### config.mk
export PLATFORM = sky130hd
export DESIGN_NAME = biquad_mac_sequencer
export DESIGN_NICKNAME = d
export VERILOG_FILES = /design/src/rtl/biquad_pkg.sv /design/src/rtl/q14_sat.sv /design/src/rtl/biquad_mac_sequencer.sv
export SDC_FILE = /design/constraint.sdc
export NUM_CORES = 1
export LEC_CHECK = 0
export CAP_MARGIN = 25
export CORE_ASPECT_RATIO = 0.9
export CORE_MARGIN = 2
export CORE_UTILIZATION = 52
export DETAILED_ROUTE_END_ITERATION = 10
export PLACE_DENSITY = 0.76
export SYNTH_ARGS = -nofsm -noshare
export SYNTH_HDL_FRONTEND = slang
export SYNTH_HIERARCHICAL = 1
export SYNTH_SLANG_ARGS = --single-unit
### constraint.sdc
create_clock -name clk -period 10 [get_ports clk]
set_input_delay 3 -clock clk [delete_from_list [all_inputs] [get_ports clk]]
set_output_delay 3 -clock clk [all_outputs]
set_load 0.05 [all_outputs]
### src/rtl/biquad_pkg.sv
// rtl/biquad_pkg.sv - shared constants and types for the biquad MAC sequencer
package biquad_pkg;

  localparam int MUL_LAT = 2;
  localparam int ACC_W   = 19;
  localparam int NTAPS   = 5;
  // Taps at or above this index are the feedback terms and are subtracted.
  localparam int FB_TAP  = 3;

  localparam logic signed [15:0] Q14_MAX = 16'sh7FFF;
  localparam logic signed [15:0] Q14_MIN = 16'sh8000;

  localparam logic [2:0] CFG_B0 = 3'd0;
  localparam logic [2:0] CFG_B1 = 3'd1;
  localparam logic [2:0] CFG_B2 = 3'd2;
  localparam logic [2:0] CFG_A1 = 3'd3;
  localparam logic [2:0] CFG_A2 = 3'd4;

  typedef enum logic [1:0] {IDLE, ISSUE, DRAIN, OUT} state_t;

endpackage

### src/rtl/q14_sat.sv
// rtl/q14_sat.sv - clips a wide signed accumulator to the Q2.14 range
module q14_sat
  import biquad_pkg::*;
#(
  parameter int IN_W = ACC_W
) (
  input  logic signed [IN_W-1:0] acc,
  output logic signed [15:0]     sat
);

  // In range exactly when every bit above bit 15 repeats the sign bit.
  always_comb begin
    if (acc[IN_W-1:15] == {(IN_W-15){acc[IN_W-1]}}) begin
      sat = acc[15:0];
    end else if (acc[IN_W-1]) begin
      sat = Q14_MIN;
    end else begin
      sat = Q14_MAX;
    end
  end

endmodule

### src/rtl/biquad_mac_sequencer.sv
// rtl/biquad_mac_sequencer.sv - shares one pipelined Q2.14 multiplier across the
// five products of a direct-form-I biquad, accumulating and saturating the result
module biquad_mac_sequencer
  import biquad_pkg::*;
(
  input  logic        clk,
  input  logic        rst,
  input  logic        in_valid,
  output logic        in_ready,
  input  logic [15:0] in_data,
  output logic        out_valid,
  input  logic        out_ready,
  output logic [15:0] out_data,
  input  logic        cfg_we,
  output logic        cfg_ready,
  input  logic [2:0]  cfg_addr,
  input  logic [15:0] cfg_data,
  input  logic        hist_clr,
  output logic [15:0] mul_a,
  output logic [15:0] mul_b,
  output logic        mul_valid,
  input  logic [15:0] mul_p,
  input  logic        mul_pvalid
);

  state_t state, state_next;

  logic signed [15:0]      coef [NTAPS];
  logic signed [15:0]      x0, x1, x2, y1, y2;
  logic [2:0]              iss_cnt, ret_cnt, ret_cnt_next, next_tap;
  logic signed [ACC_W-1:0] acc, acc_next, prod_ext;
  logic signed [15:0]      y_sat, tap_a, tap_b, b0_eff;
  logic                    cfg_wr, accept, issue_step, issue_done;
  logic                    prod_take, result_load, out_fire;

  assign cfg_wr    = cfg_we && (state == IDLE);
  assign prod_take = mul_pvalid && ((state == ISSUE) || (state == DRAIN));
  assign prod_ext  = {{(ACC_W-16){mul_p[15]}}, mul_p};
  assign next_tap  = iss_cnt + 3'd1;
  // A b0 write in the accept cycle must reach tap 0, which is loaded on that edge.
  assign b0_eff    = (cfg_wr && cfg_addr == CFG_B0) ? $signed(cfg_data) : coef[0];

  always_ff @(posedge clk or posedge rst) begin
    if (rst) begin
      state <= IDLE;
    end else begin
      state <= state_next;
    end
  end

  always_comb begin
    state_next  = state;
    in_ready    = 1'b0;
    cfg_ready   = 1'b0;
    accept      = 1'b0;
    issue_step  = 1'b0;
    issue_done  = 1'b0;
    result_load = 1'b0;
    out_fire    = 1'b0;
    case (state)
      IDLE: begin
        in_ready  = 1'b1;
        cfg_ready = 1'b1;
        if (in_valid) begin
          accept     = 1'b1;
          state_next = ISSUE;
        end
      end
      ISSUE: begin
        if (iss_cnt == 3'(NTAPS-1)) begin
          issue_done = 1'b1;
          state_next = DRAIN;
        end else begin
          issue_step = 1'b1;
        end
      end
      DRAIN: begin
        // Register the result on the same edge the last product lands.
        if (ret_cnt_next == 3'(NTAPS)) begin
          result_load = 1'b1;
          state_next  = OUT;
        end
      end
      OUT: begin
        if (out_ready) begin
          out_fire   = 1'b1;
          state_next = IDLE;
        end
      end
      default: state_next = IDLE;
    endcase
  end

  always_comb begin
    tap_a = x0;
    tap_b = coef[0];
    case (next_tap)
      3'd1: begin tap_a = x1; tap_b = coef[1]; end
      3'd2: begin tap_a = x2; tap_b = coef[2]; end
      3'd3: begin tap_a = y1; tap_b = coef[3]; end
      3'd4: begin tap_a = y2; tap_b = coef[4]; end
      default: ;
    endcase
  end

  always_comb begin
    acc_next     = acc;
    ret_cnt_next = ret_cnt;
    if (prod_take) begin
      ret_cnt_next = ret_cnt + 3'd1;
      if (ret_cnt >= 3'(FB_TAP)) begin
        acc_next = acc - prod_ext;
      end else begin
        acc_next = acc + prod_ext;
      end
    end
  end

  q14_sat #(.IN_W(ACC_W)) u_sat (
    .acc (acc_next),
    .sat (y_sat)
  );

  always_ff @(posedge clk or posedge rst) begin
    if (rst) begin
      for (int i = 0; i < NTAPS; i++) coef[i] <= '0;
    end else begin
      for (int i = 0; i < NTAPS; i++) begin
        if (cfg_wr && cfg_addr == 3'(i)) coef[i] <= cfg_data;
      end
    end
  end

  always_ff @(posedge clk or posedge rst) begin
    if (rst) begin
      x1 <= '0;
      x2 <= '0;
      y1 <= '0;
      y2 <= '0;
    end else if (state == IDLE && hist_clr) begin
      x1 <= '0;
      x2 <= '0;
      y1 <= '0;
      y2 <= '0;
    end else if (out_fire) begin
      x2 <= x1;
      x1 <= x0;
      y2 <= y1;
      y1 <= out_data;
    end
  end

  always_ff @(posedge clk or posedge rst) begin
    if (rst) begin
      x0        <= '0;
      iss_cnt   <= '0;
      ret_cnt   <= '0;
      acc       <= '0;
      mul_a     <= '0;
      mul_b     <= '0;
      mul_valid <= 1'b0;
      out_valid <= 1'b0;
      out_data  <= '0;
    end else begin
      if (accept) begin
        x0        <= in_data;
        iss_cnt   <= '0;
        ret_cnt   <= '0;
        acc       <= '0;
        mul_a     <= in_data;
        mul_b     <= b0_eff;
        mul_valid <= 1'b1;
      end else begin
        if (issue_step) begin
          iss_cnt <= next_tap;
          mul_a   <= tap_a;
          mul_b   <= tap_b;
        end
        if (issue_done) mul_valid <= 1'b0;
        if (prod_take) begin
          ret_cnt <= ret_cnt_next;
          acc     <= acc_next;
        end
      end
      if (result_load) begin
        out_valid <= 1'b1;
        out_data  <= y_sat;
      end else if (out_fire) begin
        out_valid <= 1'b0;
      end
    end
  end

endmodule

; Yosys cells after proc, flatten, opt, wreduce, memory -nomap -nowiden
; Cells that the tools add are included.
[word_totals]
ff_bits = 237
latch_bits = 0
wordCells = 105
mem_bits_ro = 0
mem_bits_rw = 0
input_bits = 58
out_inout_bits = 52
n_memories = 0
[op_classes]
n_div = 0
order_cmp = 1
reduce_logical = 17
n_eq_ne = 18
addsub = 4
mul = 0
bitwise = 0
n_shift = 0
muxes = 46
[op_table]
columns = operator, n
row1 = $mux W16, 15
row2 = $pmux W16 S4, 2
row3 = $mux W19, 4
row4 = $add A19 B16 Y19, 1
row5 = $sub A19 B16 Y19, 1
row6 = $mux W1, 15
row7 = $mux W3, 5
row8 = $eq A3 B2 Y1 const B, 4
row9 = $eq A3 B3 Y1 const B, 4
row10 = $reduce_bool A2 Y1, 5
row11 = $logic_and A1 B1 Y1, 8
row12 = $mux W2, 4
row13 = $pmux W2 S4, 1
row14 = $add A3 B1 Y3 const B, 2
row15 = $eq A3 B1 Y1 const B, 2
row16 = $eq A2 B2 Y1 const B, 2
row17 = $ne A2 B1 Y1 const B, 2
row18 = $ne A2 B2 Y1 const B, 2
row19 = $reduce_and A4 Y1, 1
row20 = $eq A3 B3 Y1, 1
row21 = $ge A3 B2 Y1 const B, 1
row22 = $logic_not A3 Y1, 1
row23 = $eq A2 B1 Y1 const B, 1
row24 = $logic_not A2 Y1, 1
row25 = $logic_or A1 B1 Y1, 1

; Logic depth before layout (Yosys ltp)
; Gate-level depths: netlist of the first run.
[depth]
ltp_word = 8
ltp_mapped = 20
mapped_depth_nobuf = 17

; Hierarchy
; The synthesis of the first run kept the hierarchy.
[by_module_without_submodules]
columns = module, seq_area_each_um2, area_per_inst_um2, cells_each, n_inst
row1 = biquad_mac_sequencer, 5930.7, 11354.6, 1049, 1
row2 = q14_sat, 0.0, 370.4, 56, 1

; Worst setup path before layout of the first run
; Ideal clock, no wire load.
[synth_path]
path_type = input to register
startpoint = input port mul_p[1]
endpoint = register out_data[10]
n_path_buf = 3
setup_ns = 0.125
t_required_ns = 9.875
arrival_time_ns = 6.437
setup_slack_ns = 3.438
cell_stages = 20
cell_sequence = inv_1 -> ha_1 -> nor2b_1 -> nand2_1 -> nor2_1 -> a21oi_1 -> xnor2_1 -> ha_1 -> buf_2 -> a21oi_1 -> o21ai_1 -> a2111oi_2 -> or3b_1 -> a211oi_1 -> nor3_1 -> buf_6 -> buf_6 -> nor4_1 -> nor3_1 -> mux2_2
[synth_via]
elab_chain_len = 5
word_cells_on_any_way = 7
cone_classes = 2 x add/sub / 1 x eq/ne / 4 x mux
[synth_rtl]
columns = item, line_no
row1 = "start, declared", biquad_mac_sequencer.sv:22  ; input logic [15:0] mul_p,
row2 = $add A19 B16 Y19 or $sub A19 B16 Y19 (tied branches), "biquad_mac_sequencer.sv:114, biquad_mac_sequencer.sv:112"
row3 = $mux W19 *, biquad_mac_sequencer.sv:111  ; if (ret_cnt >= 3'(FB_TAP)) begin
row4 = $mux W19 *, biquad_mac_sequencer.sv:109  ; if (prod_take) begin
row5 = net acc_next[17], biquad_mac_sequencer.sv:31  ; logic signed [ACC_W-1:0] acc, acc_next, prod_ext;
row6 = $eq A3 B3 Y1 *, q14_sat.sv:13  ; if (acc[IN_W-1:15] == {(IN_W-15){acc[IN_W-1]}}) begin
row7 = $mux W16 *, q14_sat.sv:13
row8 = net y_sat[10], biquad_mac_sequencer.sv:32  ; logic signed [15:0] y_sat, tap_a, tap_b, b0_eff;
row9 = "end signal, assigned", biquad_mac_sequencer.sv:187  ; out_data <= y_sat;
row10 = "end, declared", biquad_mac_sequencer.sv:13  ; output logic [15:0] out_data,
; The timed path passes the listed nets; every way through them passes the cells marked *.
; A chain may end at the register's enable or synchronous reset.

; Worst setup path after layout of the first run
[layout_path]
startpoint = input port mul_p[2]
endpoint = register out_data[11]
[layout_via]
elab_chain_len = 5
word_cells_on_any_way = 7
cone_classes = 2 x add/sub / 1 x eq/ne / 4 x mux
[layout_rtl]
columns = item, line_no
row1 = $add A19 B16 Y19 or $sub A19 B16 Y19 (tied branches), "biquad_mac_sequencer.sv:114, biquad_mac_sequencer.sv:112"
row2 = $mux W19 *, biquad_mac_sequencer.sv:111
row3 = $mux W19 *, biquad_mac_sequencer.sv:109
row4 = net acc_next[18], biquad_mac_sequencer.sv:31
row5 = $eq A3 B3 Y1 or $mux W16 (tied branches), "q14_sat.sv:13, q14_sat.sv:15"
row6 = $mux W16 *, q14_sat.sv:13
row7 = net y_sat[11], biquad_mac_sequencer.sv:32
; Marked as above.

==> results of run 1 <==
## area by class of cell
type                    instances  share of cell area
clock buffers                  31              0.0487
repair buffers                124              0.0881
flip-flops and latches        237               0.426
inverters                      17             0.00512
clock inverters                15              0.0158
multi-input cells             772               0.390
well taps                     297              0.0267
## through the flow
| step | setup WS (ns) | cell area [um^2] | utilization | power [mW] | instances |
|---|---|---|---|---|---|
| 2_1_floorplan | 0.497 | 11700 | - | 3.83 | 1105 |
| 3_3_place_gp | 2.26 | 13000 | 0.582 | 4.48 | 1444 |
| 3_5_place_dp | 2.15 | 13000 | 0.583 | 4.56 | 1446 |
| 4_1_cts | 2.64 | 13900 | 0.623 | 5.58 | 1492 |
| 5_1_grt | 2.19 | 13900 | 0.624 | 5.96 | 1493 |
| 6_report | 2.56 | 13900 | 0.624 | 5.58 | 1493 |
## critical path: cells and delay by family
family | cells | cell delay [ns]
adder cells (fa/ha/maj) | 1 | 0.39
AND/OR/NAND/NOR | 5 | 0.97
XOR/XNOR | 2 | 1.00
multiplexers | 2 | 0.43
AO/OA/AOI/OAI | 6 | 1.56
buffers and inverters | 1 | 0.47
## power groups by stage
stage                     Combinational (mW)  Sequential, mW  Clock (mW)
after CTS                               2.87            1.70        1.02
after global routing                    3.16            1.75        1.05
after detailed placement                2.85            1.71           0
after floorplan                         1.87            1.96           0
final                                   2.88            1.70        1.00
after global placement                  2.79            1.69           0
## worst min-delay path by stage
stage / start / end / slack [ns] / cells past startpoint
finish: y2[9]$_DFFE_PP0P_ / y2[9]$_DFFE_PP0P_ / 0.51 / 1
global route: coef[4]$_DFFE_PP0P_ / coef[4]$_DFFE_PP0P_ / 0.51 / 1
CTS: coef[25]$_DFFE_PP0P_ / coef[25]$_DFFE_PP0P_ / 0.51 / 1
detailed placement: x2[3]$_DFFE_PP0P_ / x2[3]$_DFFE_PP0P_ / 0.49 / 1
global placement: x0[14]$_DFFE_PP0P_ / x0[14]$_DFFE_PP0P_ / 0.49 / 2
floorplan: x0[0]$_DFFE_PP0P_ / x0[0]$_DFFE_PP0P_ / 0.47 / 2
## cell families (layout without fill, tap and decap cells)
logic type                 Yosys count  count (layout)  synth area share
and+or+nand+nor                    308             308             0.119
buffers and inverters               96             187            0.0349
muxes                              106             106             0.101
xor gates and xnor gates            27              27            0.0202
adders and majority gates           32              32            0.0348
AOI/OAI and AO/OA                  299             299             0.184
DFF                                237             237             0.506
## placed cells by master, fill, tap and decap left out, types with 33 or more instances in the layout
cell type / instances
dfrtp_1: 237
nand2_1: 154
clkdlybuf4s50_1: 109
mux2_2: 101
a22o_1: 64
a21oi_1: 46
nor2_1: 44
o21ai_1: 35
a22oi_1: 34
o21ai_0: 33
## flip-flops by register name, indices dropped and copies added (netlist names)
signal     count
coef          80
acc           19
mul_a         16
mul_b         16
out_data      16
x0            16
x1            16
x2            16
y1            16
y2            16
iss_cnt        3
ret_cnt        3
state          2
mul_valid      1
out_valid      1
## metal layers
metal / routed length, um / GRT usage / vias to the layer above
met5: 0 / 0 / -
met4: 545 / 0.0518 / 0
met3: 1480 / 0.0338 / 42
met2: 13100 / 0.382 / 275
met1: 13400 / 0.359 / 4484
li1: - / - / 4210
==> out/qor.txt, run 1 <==
Status -> complete, no violations
Critical path data arrival time -> 7.84 ns
WS Path Type -> input pin to register
Synthesized net count -> 1195
Area growth syn-to-layout -> 18.7%
Critical Path RT -> 10.40 ns
RSZ-0062 raised after global routing -> no
Vias in the first global route -> 8859
Setup crit start kind -> input pin
Final net count -> 1267
Clk sink count -> 237
Top cells by area, synth -> dfrtp_1 (51%), mux2_2 (9.7%), nand2_1 (4.9%)
Starting Density -> 0.525
Largest net degree at the start of global routing -> 116
Area of the multi-input gates -> 0.00543 mm^2
Hold_ws -> 0.506 ns
Sequential element share of the synthesized area -> 0.506
Part of the power in registers -> 0.304
Post-synth top area share -> 0.506
Gate count of the mapped netlist -> 1105
DRC errors left -> 0
Final hold violation count -> 0
Internal -> 3.15 mW
Worst slew pin tran -> 1.06 ns
Layout Skew -> 0.00841 ns
Row count -> 52
FILL cells -> 1751
CP max stage cell -> xnor2_1
TritonRoute pass-1 iters -> 6
Psw -> 2.44 mW
# IOs -> 110
Synthesis-stage register bit count -> 237
Max incr delay on CP -> 0.85 ns
Warnings from Yosys -> 6
Worst-path cell chain -> clkdlybuf4s50_1, nor3_1, nor3b_1, nand2_1, nand2_1, o21ai_0, xnor2_1, ha_1, a21oi_1, o21ai_1, a221o_1, a21oi_1, mux2i_1, xnor2_1, a21boi_4, nor3_1, mux2_2
Share of layout cells above drive strength 1 -> 0.147
Core ar. -> 0.0223 mm^2
Chip Width -> 162 um
Critical Path Fanout Max -> 17
Vias per inst -> 6.04
Top cell type by total area after synthesis -> dfrtp_1
Synthesized area -> 0.0117 mm^2
RD Place Congestion -> 0.899
Die Y -> 146 um
Total track usage -> 0.242
Worst vdd ir -> 0.276 mV
Detailed Place HPWL -> 18200 um
DR WL/cell -> 19.1 um
Antenna Violating Nets Remaining -> 0
DIE AREA -> 0.0238 mm^2
CTS Buf Count -> 25
Root buf cell -> clkbuf_16
Post-CTS Setup Bufs -> 0
Most frequent cell after synthesis -> dfrtp_1
Via Count -> 9011
Post-cts sizing count -> 0
CTS H-Tree Depth -> 1
Maximum clock frequency -> 134 MHz
R2r worst-path depth -> 15
Synth top cells by count -> dfrtp_1 (237), nand2_1 (154), mux2_2 (101)
Max-slew violations -> 0
FF-to-FF setup slack -> 4.85 ns
CTS tree -> built
PwrDens -> 401 mW/mm^2
Top_reg_cell synth -> dfrtp_1
Average size of a mapped cell -> 10.6 um^2
Cts hold-fix bufs -> 0
Reg-to-reg startpoint -> ret_cnt[0]$_DFFE_PP0P_
Clock buffer depth -> 3
Final WL -> 28500 um
First-pass GRT wire length -> 46900 um
Reg2reg end -> out_data[11]$_DFFE_PP0P_
CP startpoint -> mul_p[2]
Clock share of power -> 0.179
Setup crit end kind -> register
Gate power share -> 0.517
GRT overflow -> 0
Initial antenna violation count -> 0
Port Buf Inserts -> 109
Min-delay worst type -> register to register
ANT cells -> 0
Static leakage -> 6.18 nW
Sw Share -> 0.437
Fin crit share -> 0.744
Clk slew on worst S/H paths -> 0.06 ns
Max_cap viols -> 0
Netlist cell types -> 60
Final setup fails -> 0
Initial drt markers -> 893
Clk_lat worst skew -> 0.52 ns
Number of flops mapped to enable cells by yosys -> 0
Slew margin rel. -> 0.289
Setup TNS -> 0 ns
Worst Setup EP -> out_data[11]$_DFFE_PP0P_
Register cell area after layout -> 0.00593 mm^2
Asr flop ratio synth -> 1.00
Min Tclk post-route -> 7.44 ns
Note: power is estimated with default switching activity, not from simulation.
==> run 2, diff against run 1 <==
==> constraint.sdc (replaced) <==
create_clock -name clk -period 6 [get_ports clk]
set_input_delay 1.8 -clock clk [delete_from_list [all_inputs] [get_ports clk]]
set_output_delay 1.8 -clock clk [all_outputs]
set_load 0.05 [all_outputs]
==> run 2 against run 1 <==
Compared with the run above:
- worst hold slack about the same
- clock skew increased by 0.0062 ns
- sequential power up 68%
- combinational power rose by 74%
- core utilization is 0.71 points higher
- sequential cell count unchanged
- non-clock buffer count is 26 higher
- via count rose by 2.4%
- first-iteration DRC count shrank 6.8%
- largest cell class unchanged
==> out/qor.txt, run 2 (synthesis gave the netlist of run 1 again) <==
RSZ-0062 raised after global routing -> no
Row count -> 52 (unchanged)
Initial drt markers -> 832 (-6.8%)
Via Count -> 9230 (+2.4%)
Max-slew violations -> 0 (unchanged)
WS Path Type -> input pin to register
CTS H-Tree Depth -> 1 (unchanged)
Chip Width -> 162 um (unchanged)
Antenna Violating Nets Remaining -> 0 (unchanged)
# IOs -> 110 (unchanged)
Placed cell areas -> 0.0132 mm^2 (+1.8%)
Final instance area -> 0.0141 mm^2 (+1.1%)
Die Y -> 146 um (unchanged)
CTS Buf Count -> 25 (unchanged)
Static leakage -> 6.27 nW (+1.6%)
Initial antenna violation count -> 1 (+1)
Final hold violation count -> 0 (unchanged)
Final setup fails -> 0 (unchanged)
Most common cell after layout, fill and taps aside -> dfrtp_1
Met1 Resource Use GR -> 0.361 (+0.00245)
DR WL/cell -> 19.3 um (+0.88%)
Layout Skew -> 0.0146 ns (+0.00622 ns)
Final WL -> 29200 um (+2.4%)
Detailed Place HPWL -> 19000 um (+4.8%)
PwrDens -> 669 mW/mm^2 (+67%)
Max_cap viols -> 0 (unchanged)
Core ar. -> 0.0223 mm^2 (unchanged)
Worst vdd ir -> 0.324 mV (+17%)
Vias per inst -> 6.09 (+0.88%)
Setup crit start kind -> input pin
Grt met3 use -> 0.0301 (-0.00369)
FILL cells -> 1763 (+0.69%)
Critical Path Fanout Max -> 16 (-1)
First-pass GRT wire length -> 48400 um (+3.2%)
Fin crit share -> 0.927
Clk sink count -> 237 (unchanged)
Met2 usage -> 0.400 (+0.0181)
Total track usage -> 0.250 (+0.00825)
Clk slew on worst S/H paths -> 0.06 ns (about the same)
Critical Path RT -> 6.46 ns (-3.94 ns)
Status -> complete, no violations
Max reg flops -> 80 (unchanged)
Vias in the first global route -> 9253 (+4.4%)
Final net count -> 1293 (+2.1%)
Area growth syn-to-layout -> 20.1%
TritonRoute pass-1 iters -> 5 (-1)
CTS tree -> built
Largest net degree at the start of global routing -> 108 (-6.9%)
Starting Density -> 0.525 (unchanged)
Root buf cell -> clkbuf_16
Min-delay worst type -> register to register
Tot Pwr -> 9.43 mW (+69%)
Most flop-heavy register -> coef
Post-CTS Setup Bufs -> 0 (unchanged)
Setup crit end kind -> register
Share of layout cells above drive strength 1 -> 0.160 (+0.0129)
DIE AREA -> 0.0238 mm^2 (unchanged)
Min Tclk post-route -> 5.56 ns
Port Buf Inserts -> 109 (unchanged)
Slew margin rel. -> 0.285 (-0.00338)
Clock buffer depth -> 3 (unchanged)
DRC errors left -> 0 (unchanged)
GRT overflow -> 0 (unchanged)
Clk_lat worst skew -> 0.53 ns (about the same)
Post-cts sizing count -> 0 (unchanged)
Maximum clock frequency -> 180 MHz
Most frequent cells in the layout -> dfrtp_1 (237), nand2_1 (154), clkdlybuf4s50_1 (109)
Critical path data arrival time -> 6.03 ns (-1.81 ns)
Worst slew pin tran -> 1.07 ns (+0.0115 ns)
Biggest regs -> coef: 80 flops, acc: 19 flops
RD Place Congestion -> 0.910 (+1.2%)
Global routing's busiest layer -> met2
Cts hold-fix bufs -> 0 (unchanged)
-- run 2: changes by cell type in the layout (fill, tap and decap cells not counted) --
| cell | previous run | this run |
|---|---|---|
| buf_12 | 0 | 3 |
| buf_4 | 12 | 37 |
| buf_8 | 3 | 1 |
| bufinv_16 | 5 | 3 |
| clkbuf_1 | 3 | 6 |
| clkbuf_8 | 3 | 5 |
| clkinv_2 | 4 | 1 |
| clkinv_4 | 2 | 0 |
| diode_2 | 0 | 1 |
| inv_16 | 0 | 1 |
| inv_6 | 2 | 0 |
| inv_8 | 1 | 0 |
-- run 2: power breakdown --
part           leakage [nW]  internal, mW  total, mW  switching (mW)
clock                 0.407         0.957       1.58           0.621
sequential             3.04          2.34       2.85           0.515
combinational          2.83          2.03       5.00            2.97
-- run 2: metrics by stage --
step                      std cells  TNS [ns]  worst slack (ns)  hold slack, ns  utilization
final                          1516         0             0.436           0.506        0.631
after global routing           1516         0             0.117           0.515        0.631
after CTS                      1515         0             0.453           0.507        0.631
after detailed placement       1473    -0.242           -0.0842           0.492        0.593
after global placement         1472         0             0.136           0.488        0.593
after floorplan                1105         0             0.638           0.469            -
-- run 2: worst paths after layout --
path	from	endpoint	slack, ns	cells after the start
setup / recovery	mul_p[5]	out_data[0]$_DFFE_PP0P_	0.44	18
hold / removal	y2[3]$_DFFE_PP0P_	y2[3]$_DFFE_PP0P_	0.51	1
setup reg to reg	ret_cnt[0]$_DFFE_PP0P_	out_data[0]$_DFFE_PP0P_	1.62	17
hold reg to reg	y2[3]$_DFFE_PP0P_	y2[3]$_DFFE_PP0P_	0.51	1
max in group asynchronous	rst	x1[1]$_DFFE_PP0P_	3.27	3
min in group asynchronous	rst	coef[21]$_DFFE_PP0P_	1.73	2
-- run 2: per-layer routing --
| metal | routed length (um) | vias to the layer above |
|---|---|---|
| met5 | 0 | - |
| met4 | 696 | 0 |
| met3 | 1810 | 57 |
| met2 | 13500 | 315 |
| met1 | 13200 | 4605 |
| li1 | - | 4253 |
-- run 2: area by class of cell --
class	instances	area [um^2]	area share
Sequential cell	237	5930	0.421
Multi-Input combinational cell	772	5430	0.385
Timing Repair Buffer	150	1440	0.103
Clock buffer	36	717	0.0509
Tap cell	297	372	0.0264
Clock inverter	6	123	0.00871
Inverter	17	67.6	0.00480
Antenna cell	1	2.50	0.000178
-- run 2: worst max-delay path, stage by stage --
cell and delay (ns):
clkdlybuf4s50_1 0.43, nor4_1 0.42, nand2_1 0.12, nor2_1 0.20, a21oi_1 0.12, xnor2_1 0.14, ha_1 0.33, a21oi_1 0.19
o21ai_1 0.14, a2111oi_2 0.39, or3b_1 0.40, and4_1 0.23, nor3_1 0.19, buf_4 0.26, a21boi_4 0.08, buf_4 0.17
nor3_1 0.22, mux2_2 0.19
==> run 3, diff against run 2 <==
--- a/config.mk
+++ b/config.mk
@@ -11,6 +11,7 @@
 export CORE_UTILIZATION = 52
 export DETAILED_ROUTE_END_ITERATION = 10
 export PLACE_DENSITY = 0.76
+export SLEW_MARGIN = 20
 export SYNTH_ARGS = -nofsm -noshare
 export SYNTH_HDL_FRONTEND = slang
 export SYNTH_HIERARCHICAL = 1
==> run 3 against run 2 <==
Compared with the run above:
- first-iteration DRC count rose by 6.6%
- sequential power about the same
- count of clock-buffer cells in the layout grew 2
- highest routed layer unchanged
- critical endpoint unchanged
==> out/qor.txt, run 3 (synthesis gave the netlist of run 1 again) <==
# IOs -> 110 (unchanged)
Final Util -> 0.630 (-0.00140)
Gate power share -> 0.534 (+0.004)
Worst slack, placed -> -0.0669 ns (+0.0173 ns)
Min Tclk post-route -> 5.58 ns (+0.0119 ns)
Grt met3 use -> 0.0318 (+0.00170)
Post-cts sizing count -> 0 (unchanged)
Clock buffer depth -> 3 (unchanged)
Vias per inst -> 6.07 (-0.31%)
Final setup fails -> 0 (unchanged)
Die Y -> 146 um (unchanged)
First-pass GRT wire length -> 48700 um (+0.51%)
Layout Skew -> 0.00839 ns (-0.00624 ns)
Share of layout cells above drive strength 1 -> 0.160 (-0.000262)
Most common cell after layout, fill and taps aside -> dfrtp_1
Critical Path Fanout Max -> 16 (unchanged)
Row count -> 52 (unchanged)
Chip Width -> 162 um (unchanged)
Setup crit start kind -> input pin
Sw Share -> 0.438 (+0.00256)
Largest net degree at the start of global routing -> 108 (unchanged)
RSZ-0062 raised after global routing -> no
Clk sink count -> 237 (unchanged)
DIE AREA -> 0.0238 mm^2 (unchanged)
Setup ws final -> 0.424 ns (-0.0119 ns)
Biggest regs -> coef: 80 flops, acc: 19 flops
Max reg flops -> 80 (unchanged)
Static leakage -> 6.27 nW (-0.15%)
Final net count -> 1294 (+0.077%)
Setup crit end kind -> register
Met1 Resource Use GR -> 0.366 (+0.00459)
Initial antenna violation count -> 0 (-1)
Clock share of power -> 0.162 (-0.005)
CTS Buf Count -> 25 (unchanged)
Worst slew pin tran -> 0.995 ns (-0.0764 ns)
Starting Density -> 0.525 (unchanged)
Antenna Violating Nets Remaining -> 0 (unchanged)
Vias in the first global route -> 9110 (-1.5%)
Internal -> 5.28 mW (-0.81%)
Slew margin rel. -> 0.335 (+0.0498)
Dpl cells -> 1473 (unchanged)
Setup TNS -> 0 ns (unchanged)
Cts hold-fix bufs -> 0 (unchanged)
GRT overflow -> 0 (unchanged)
Final WL -> 29600 um (+1.4%)
Total track usage -> 0.253 (+0.00278)
Port Buf Inserts -> 109 (unchanged)
RD Place Congestion -> 0.910 (unchanged)
Initial drt markers -> 887 (+6.6%)
Min-delay worst type -> register to register
CTS tree -> built
Most frequent cells in the layout -> dfrtp_1 (237), nand2_1 (154), clkdlybuf4s50_1 (109)
Maximum clock frequency -> 179 MHz (-0.21%)
Root buf cell -> clkbuf_16
TritonRoute pass-1 iters -> 7 (+2)
Psw -> 4.12 mW (+0.23%)
Fin crit share -> 0.929 (+0.00198)
CTS H-Tree Depth -> 1 (unchanged)
Area growth syn-to-layout -> 19.8%
Core ar. -> 0.0223 mm^2 (unchanged)
Global routing's busiest layer -> met2
Critical Path RT -> 6.45 ns (about the same)
Post-CTS Setup Bufs -> 0 (unchanged)
PwrDens -> 669 mW/mm^2 (-0.14%)
Max-slew violations -> 0 (unchanged)
Clk_lat worst skew -> 0.51 ns (-0.02 ns)
Critical path data arrival time -> 6.02 ns (about the same)
Met2 usage -> 0.409 (+0.00894)
Part of the power in registers -> 0.304 (+0.002)
Status -> complete, no violations
FILL cells -> 1759 (-0.23%)
Worst vdd ir -> 0.311 mV (-4.0%)
Final hold violation count -> 0 (unchanged)
Clk slew on worst S/H paths -> 0.06 ns (about the same)
Most flop-heavy register -> coef
DR WL/cell -> 19.5 um (+1.3%)
DRC errors left -> 0 (unchanged)
Max_cap viols -> 0 (unchanged)
Via Count -> 9207 (-0.25%)
Fin cells -> 1517 (+0.066%)
ANT cells -> 0 (-1)
Detailed Place HPWL -> 19100 um (+0.54%)
WS Path Type -> input pin to register
## run 3: cell types whose count changed in the layout (fill, tap and decap cells not counted)
cell and delta:
inv_16 -1, buf_8 -1, bufinv_16 -1, clkbuf_1 +2, clkinv_2 +1, clkinv_4 +1, diode_2 -1, clkinvlp_4 -1
buf_6 +2
## run 3: metrics by stage
step                cell area [um^2]  power, mW  hold slack (ns)
detailed placement             13200       7.81            0.491
floorplan                      11700       6.39            0.469
CTS                            14000       9.37            0.508
global placement               13200       7.66            0.488
global route                   14000       10.0            0.514
finish                         14000       9.39            0.505
## run 3: layout make-up
cell class	instances	area, um^2	area share
sequential	237	5930	0.422
multi-input combinational	772	5430	0.386
timing repair buffer	151	1450	0.103
clock buffer	38	724	0.0516
tap	297	372	0.0264
clock inverter	5	78.8	0.00561
inverter	17	67.6	0.00481
## run 3: final timing paths
path	startpoint	end	slack (ns)	cells after the start
worst max-delay path	mul_p[5]	out_data[0]$_DFFE_PP0P_	0.42	18
worst min-delay path	coef[42]$_DFFE_PP0P_	coef[42]$_DFFE_PP0P_	0.50	1
worst max register to register	ret_cnt[0]$_DFFE_PP0P_	out_data[0]$_DFFE_PP0P_	1.59	17
worst min register to register	coef[42]$_DFFE_PP0P_	coef[42]$_DFFE_PP0P_	0.50	1
max in group asynchronous	rst	x0[6]$_DFFE_PP0P_	3.27	3
min in group asynchronous	rst	coef[21]$_DFFE_PP0P_	1.75	2
## run 3: routing by layer
metal  wire (um)  vias to the layer above
met1       13100                     4572
met5           0                        -
met3        1970                       49
li1            -                     4247
met2       13900                      339
met4         599                        0
## run 3: critical path: stages
cell and delay (ns):
clkdlybuf4s50_1 0.42, nor4_1 0.41, nand2_1 0.12, nor2_1 0.19
a21oi_1 0.12, xnor2_1 0.15, ha_1 0.33, a21oi_1 0.19
o21ai_1 0.13, a2111oi_2 0.38, or3b_1 0.40, and4_1 0.23
nor3_1 0.19, buf_4 0.27, a21boi_4 0.07, buf_4 0.17
nor3_1 0.23, mux2_2 0.20
## run 3: power by group through the flow
| stage | registers (mW) | clock network, mW | logic [mW] |
|---|---|---|---|
| 6_report | 2.86 | 1.52 | 5.01 |
| 4_1_cts | 2.85 | 1.54 | 4.98 |
| 2_1_floorplan | 3.26 | 0 | 3.12 |
| 3_3_place_gp | 2.83 | 0 | 4.83 |
| 5_1_grt | 2.94 | 1.61 | 5.48 |
| 3_5_place_dp | 2.86 | 0 | 4.95 |
